`config.mk`:
```
export PLATFORM = sky130hd
export DESIGN_NAME = alu_acc_sequencer
export DESIGN_NICKNAME = d
export VERILOG_FILES = /design/src/rtl/alu_acc_sequencer.sv
export SDC_FILE = /design/constraint.sdc
export NUM_CORES = 1
export LEC_CHECK = 0
export BUFFER_PORTS_ARGS = -buffer_cell sky130_fd_sc_hd__buf_2
export CORE_ASPECT_RATIO = 1.5
export CORE_MARGIN = 2
export CORE_UTILIZATION = 30
export CTS_BUF_LIST = sky130_fd_sc_hd__clkbuf_8
export DETAILED_ROUTE_END_ITERATION = 8
export HOLD_SLACK_MARGIN = 0.08
export PLACE_DENSITY = 0.54
export SLEW_MARGIN = 20
export SYNTH_ARGS = -nofsm -noshare
export SYNTH_HDL_FRONTEND = slang
export SYNTH_SLANG_ARGS = --single-unit
```
`constraint.sdc`:
```
create_clock -name clk -period 4.6 [get_ports clk]
set_input_delay 0.46 -clock clk [delete_from_list [all_inputs] [get_ports clk]]
set_output_delay 0.46 -clock clk [all_outputs]
set_load 0.05 [all_outputs]
```
`src/rtl/alu_acc_sequencer.sv`:
```
// alu_acc_sequencer
//   Command-driven accumulator/sequencer placed directly upstream of the 4-bit
//   team ALU. Commands are buffered in a small FIFO. The ALU operands and op
//   code are driven from registers, with inA always being the accumulator. The
//   ALU's combinational answer is captured back into the accumulator, and each
//   result is returned over a valid/ready handshake.
//
//   Optional feature macro: ALU_ACC_CNT_EN
//     When defined, adds the op_count output, a count of completed commands
//     that wraps from 255 to 0.
//
// Ports
//   clk        in   single clock, rising edge
//   rst_n      in   asynchronous active-low reset
//   cmd_valid  in   command present
//   cmd_ready  out  FIFO can accept a command (not full)
//   cmd_load   in   1 = load cmd_data into the accumulator, ALU answer ignored
//   cmd_op     in   ALU op code, forwarded unchanged
//   cmd_data   in   operand B, or the value to load
//   alu_inA    out  ALU inA (the accumulator)
//   alu_inB    out  ALU inB
//   alu_op     out  ALU op
//   alu_ans    in   ALU answer, combinational from inA/inB/op
//   res_valid  out  result present
//   res_ready  in   consumer accepts the result
//   res_data   out  result (the new accumulator value)
//   op_count   out  completed commands (only with ALU_ACC_CNT_EN)
//
// FSM states
//   state  | meaning
//   IDLE   | nothing in flight; pop as soon as the FIFO holds a command
//   EXEC   | ALU sees {acc, B, op} for one full cycle; capture at the closing edge
//   RESP   | result held on res_data until res_ready; may pop the next command directly

module alu_acc_sequencer #(
  parameter int WIDTH = 4,
  parameter int DEPTH = 4
) (
  input  logic             clk,
  input  logic             rst_n,
  input  logic             cmd_valid,
  output logic             cmd_ready,
  input  logic             cmd_load,
  input  logic [1:0]       cmd_op,
  input  logic [WIDTH-1:0] cmd_data,
  output logic [WIDTH-1:0] alu_inA,
  output logic [WIDTH-1:0] alu_inB,
  output logic [1:0]       alu_op,
  input  logic [WIDTH-1:0] alu_ans,
  output logic             res_valid,
  input  logic             res_ready,
  output logic [WIDTH-1:0] res_data
`ifdef ALU_ACC_CNT_EN
  ,
  output logic [7:0]       op_count
`endif
);

  localparam int PTR_W = (DEPTH > 1) ? $clog2(DEPTH) : 1;
  localparam int CNT_W = PTR_W + 1;

  typedef enum logic [1:0] {
    S_IDLE = 2'd0,
    S_EXEC = 2'd1,
    S_RESP = 2'd2
  } state_t;

  state_t           r_state;

  logic [WIDTH-1:0] r_fifo_data [DEPTH];
  logic [1:0]       r_fifo_op   [DEPTH];
  logic [DEPTH-1:0] r_fifo_load;
  logic [PTR_W-1:0] r_wr_ptr;
  logic [PTR_W-1:0] r_rd_ptr;
  logic [CNT_W-1:0] r_count;

  logic [WIDTH-1:0] r_acc;
  logic [WIDTH-1:0] r_inb;
  logic [1:0]       r_op;
  logic             r_load;
  logic [WIDTH-1:0] r_res_data;
  logic             r_res_valid;

  logic             w_full;
  logic             w_empty;
  logic             w_push;
  logic             w_pop;
  logic             w_res_hs;
  logic [WIDTH-1:0] w_next_acc;

  assign w_full   = (r_count == CNT_W'(DEPTH));
  assign w_empty  = (r_count == '0);
  assign w_push   = cmd_valid & ~w_full;
  assign w_res_hs = r_res_valid & res_ready;

  // A pop happens from IDLE, or straight out of RESP on the result handshake
  // so back-to-back commands keep a 2-cycle cadence.
  assign w_pop = ~w_empty & ((r_state == S_IDLE) | ((r_state == S_RESP) & w_res_hs));

  // Loads bypass the ALU; otherwise the ALU answer is taken unmodified.
  assign w_next_acc = r_load ? r_inb : alu_ans;

  // cmd_ready looks only at full, so a simultaneous pop never frees a slot early.
  assign cmd_ready = ~w_full;
  assign alu_inA   = r_acc;
  assign alu_inB   = r_inb;
  assign alu_op    = r_op;
  assign res_valid = r_res_valid;
  assign res_data  = r_res_data;

  // FIFO storage. It is not reset, because the entries are only read while count > 0.
  always_ff @(posedge clk) begin
    if (w_push) begin
      r_fifo_data[r_wr_ptr] <= cmd_data;
      r_fifo_op[r_wr_ptr]   <= cmd_op;
      r_fifo_load[r_wr_ptr] <= cmd_load;
    end
  end

  // DEPTH is a power of two, so the pointers wrap on their own.
  always_ff @(posedge clk or negedge rst_n) begin
    if (!rst_n) begin
      r_wr_ptr <= '0;
      r_rd_ptr <= '0;
      r_count  <= '0;
    end else begin
      if (w_push) r_wr_ptr <= r_wr_ptr + PTR_W'(1);
      if (w_pop)  r_rd_ptr <= r_rd_ptr + PTR_W'(1);
      case ({w_push, w_pop})
        2'b10:   r_count <= r_count + CNT_W'(1);
        2'b01:   r_count <= r_count - CNT_W'(1);
        default: r_count <= r_count;
      endcase
    end
  end

  always_ff @(posedge clk or negedge rst_n) begin
    if (!rst_n) begin
      r_state     <= S_IDLE;
      r_acc       <= '0;
      r_inb       <= '0;
      r_op        <= '0;
      r_load      <= 1'b0;
      r_res_data  <= '0;
      r_res_valid <= 1'b0;
    end else begin
      case (r_state)
        S_IDLE: begin
          if (w_pop) begin
            r_inb   <= r_fifo_data[r_rd_ptr];
            r_op    <= r_fifo_op[r_rd_ptr];
            r_load  <= r_fifo_load[r_rd_ptr];
            r_state <= S_EXEC;
          end
        end
        S_EXEC: begin
          r_acc       <= w_next_acc;
          r_res_data  <= w_next_acc;
          r_res_valid <= 1'b1;
          r_state     <= S_RESP;
        end
        S_RESP: begin
          if (w_res_hs) begin
            r_res_valid <= 1'b0;
            if (w_pop) begin
              r_inb   <= r_fifo_data[r_rd_ptr];
              r_op    <= r_fifo_op[r_rd_ptr];
              r_load  <= r_fifo_load[r_rd_ptr];
              r_state <= S_EXEC;
            end else begin
              r_state <= S_IDLE;
            end
          end
        end
        default: r_state <= S_IDLE;
      endcase
    end
  end

`ifdef ALU_ACC_CNT_EN
  logic [7:0] r_op_count;

  always_ff @(posedge clk or negedge rst_n) begin
    if (!rst_n)        r_op_count <= '0;
    else if (w_res_hs) r_op_count <= r_op_count + 8'd1;
  end

  assign op_count = r_op_count;
`endif

endmodule

```
==> impl_metrics.ini <==
[outcome]
status = completed

[setup_path]
arrival_ns = 2.38
cpLargestDelayFamily = simple AND/OR/NAND/NOR gates
slowest_stage = nor3_1
end_kind = flop
r2r-start = r_count[1]
ff2ff_setup_slack_ns = 2.45
slowest_delay_ns = 0.45
r2r_cells = 7
crit_required_ns = 4.83
startpoint_type = flop
cp_num_buf_inv = 0
cp_max_fo = 9
critPathKind = reg -> reg
path_cells = nor3_1 > nor3_4 > ha_1 > fa_1 > xnor2_1 > nor2_1 > xor2_1
worstReg2RegEnd = r_count[2]

[global_routing]
antenna_found_initial = 0
globalRouteMet2Util_pct = 16.1
use_met1_pct = 9.66
grt_pass1_vias = 1091
grt_max_degree = 22
grt_use_met3_pct = 2.31
grt-ovfl-total = 0
grt_pass1_wl_um = 5160
grt.busiest_layer = met2
track_usage_pct = 9.28

[hold_path]
hp-class = in -> async

[routing]
drtIter0Drc = 48
viasPerCell = 4.52
wirelength_um = 3140
num_vias = 1018
antenna_left = 0
post_drt_wl_per_cell_um = 14.0
dr.pass1.iters = 4
route.detailed.drc = 0

[synth]
ys_seq_area_share_pct = 67.3
synth.distinct_cells = 26
yosys_warnings = 0
syn_inst = 119
syn_area_um2 = 2030
postSynthNetCount = 140
syn_avg_cell_area_um2 = 17.1
ys_ff_latch = 49

[final_layout]
layout_common_cells = 30 x buf_2, 28 x edfxtp_1, 21 x dfrtp_1
diodes = 0
final_common_cell = buf_2
drive_above_1_share_pct = 40.9
area_delta_synth_final_pct = 14.5
num-fill-cells = 598
final_net_count = 169
fin_util_pct = 35.6

[cts]
cts.sinks = 49
cts_max_path_buffers = 2
clockRootBuffer = clkbuf_8
clock_latency_ns = 0.31
cts_buffers = 5
cts-htree-levels = 2
ctsHoldBuffers = 0
path_clk_slew_ns = 0.09
post_cts_buffers = 0
tritoncts = built
ctsResizeCount = 0

[sta]
slew-limit-headroom_pct = 65.1
worstMarginPinSlew_ns = 0.524
finalCritPeriodShare_pct = 46.7
final_hold_viol_count = 0
fmax_mhz = 465
setup_viol = 0
rsz0062_at_grt = no
period_needed_ns = 2.15
fin_skew_ns = 0.00866
finalSetupTns_ns = 0
slew_violations = 0

[placed_design]
place_hpwl_um = 2370
gp_congestion = 0.696
io_buffers = 30

[job]
cap_violations = 0

[power_and_ir_drop]
p_leak_nw = 0.942
peakVddDrop_v = 0.000183
pwr_density_cell_nw_per_um2 = 768

[floorplan]
die_h_um = 105
initial_utilization_pct = 31.1
pin_count = 31
die-area_um2 = 7450
die_w_um = 71.2
core-area_um2 = 6530
rows = 36
area by class of cell:
| type | count | area, um^2 | area share [%] |
|---|---|---|---|
| clock buffers | 5 | 68.8 | 2.96 |
| inverters | 4 | 15.0 | 0.646 |
| multi-input cells | 58 | 599 | 25.8 |
| clock inverters | 3 | 28.8 | 1.24 |
| well taps | 76 | 95.1 | 4.09 |
| repair buffers | 30 | 150 | 6.46 |
| flip-flops and latches | 49 | 1370 | 58.8 |
flip-flops by register name, summed over array words and instances, names as in the netlist:
register     cells
r_state          2
r_fifo_load      4
r_rd_ptr         2
r_count          3
res_valid        1
alu_op           2
r_wr_ptr         2
r_fifo_data     16
res_data         4
r_load           1
alu_inB          4
r_fifo_op        8
where the power goes:
part,internal (mW),switching [mW],total [mW]
combinational,0.308,0.460,0.768
clock,0.114,0.154,0.268
sequential,0.622,0.126,0.748
total,1.04,0.741,1.78
how the worst max path moves through the flow:
stage	from	endpoint	slack, ns	cells after the start
after floorplan	res_valid	r_count[1]	2.31	5
after global placement	res_ready	r_count[1]	2.42	6
after detailed placement	res_ready	r_count[1]	2.36	6
after CTS	r_count[1]	r_count[2]	2.43	7
after global routing	r_count[1]	r_count[2]	2.30	7
final	r_count[1]	r_count[2]	2.45	7
layer usage:
metal / share of wire [%] / vias to the layer above
met1: 41 / 494
li1: - / 487
met5: 0 / -
met2: 51 / 30
met3: 4.4 / 7
met4: 3.2 / 0
per-stage QoR:
| step | instance area [um^2] | setup slack, ns | std cells | hold WS, ns | total power, mW |
|---|---|---|---|---|---|
| 2_1_floorplan | 2030 | 2.31 | 119 | 0.164 | 1.40 |
| 3_3_place_gp | 2230 | 2.42 | 217 | 0.432 | 1.52 |
| 3_5_place_dp | 2230 | 2.36 | 217 | 0.450 | 1.54 |
| 4_1_cts | 2320 | 2.43 | 225 | 0.108 | 1.81 |
| 5_1_grt | 2320 | 2.30 | 225 | 0.129 | 1.90 |
| 6_report | 2320 | 2.45 | 225 | 0.0948 | 1.78 |
kinds of logic after synthesis:
group / count (synthesis) / share of synthesized area (%)
buf+inv: 12 / 3.14
mux: 20 / 14.9
simple gates: 19 / 6.10
flops: 49 / 67.3
xor+xnor: 6 / 2.59
compound gates: 7 / 1.85
fa+ha+maj: 6 / 4.07
cells in the mapped netlist (all sizes together):
library cell / number / share of area [%]
a21boi: 1 / 0.37
a21oi: 2 / 0.49
and2: 1 / 0.43
and3: 4 / 1.5
buf: 6 / 2.0
clkbuf: 2 / 0.37
dfrtp: 21 / 26
edfxtp: 28 / 41
fa: 1 / 0.99
ha: 5 / 3.1
inv: 4 / 0.74
mux2: 9 / 5.2
mux2i: 4 / 2.0
mux4: 7 / 7.8
nand2: 6 / 1.1
nand2b: 2 / 0.62
nor2: 1 / 0.18
nor3: 3 / 1.3
nor4b: 1 / 0.43
o21ai: 4 / 0.99
or3b: 1 / 0.55
xnor2: 3 / 1.3
xor2: 3 / 1.3
Note: power is estimated with default switching activity, not from simulation.
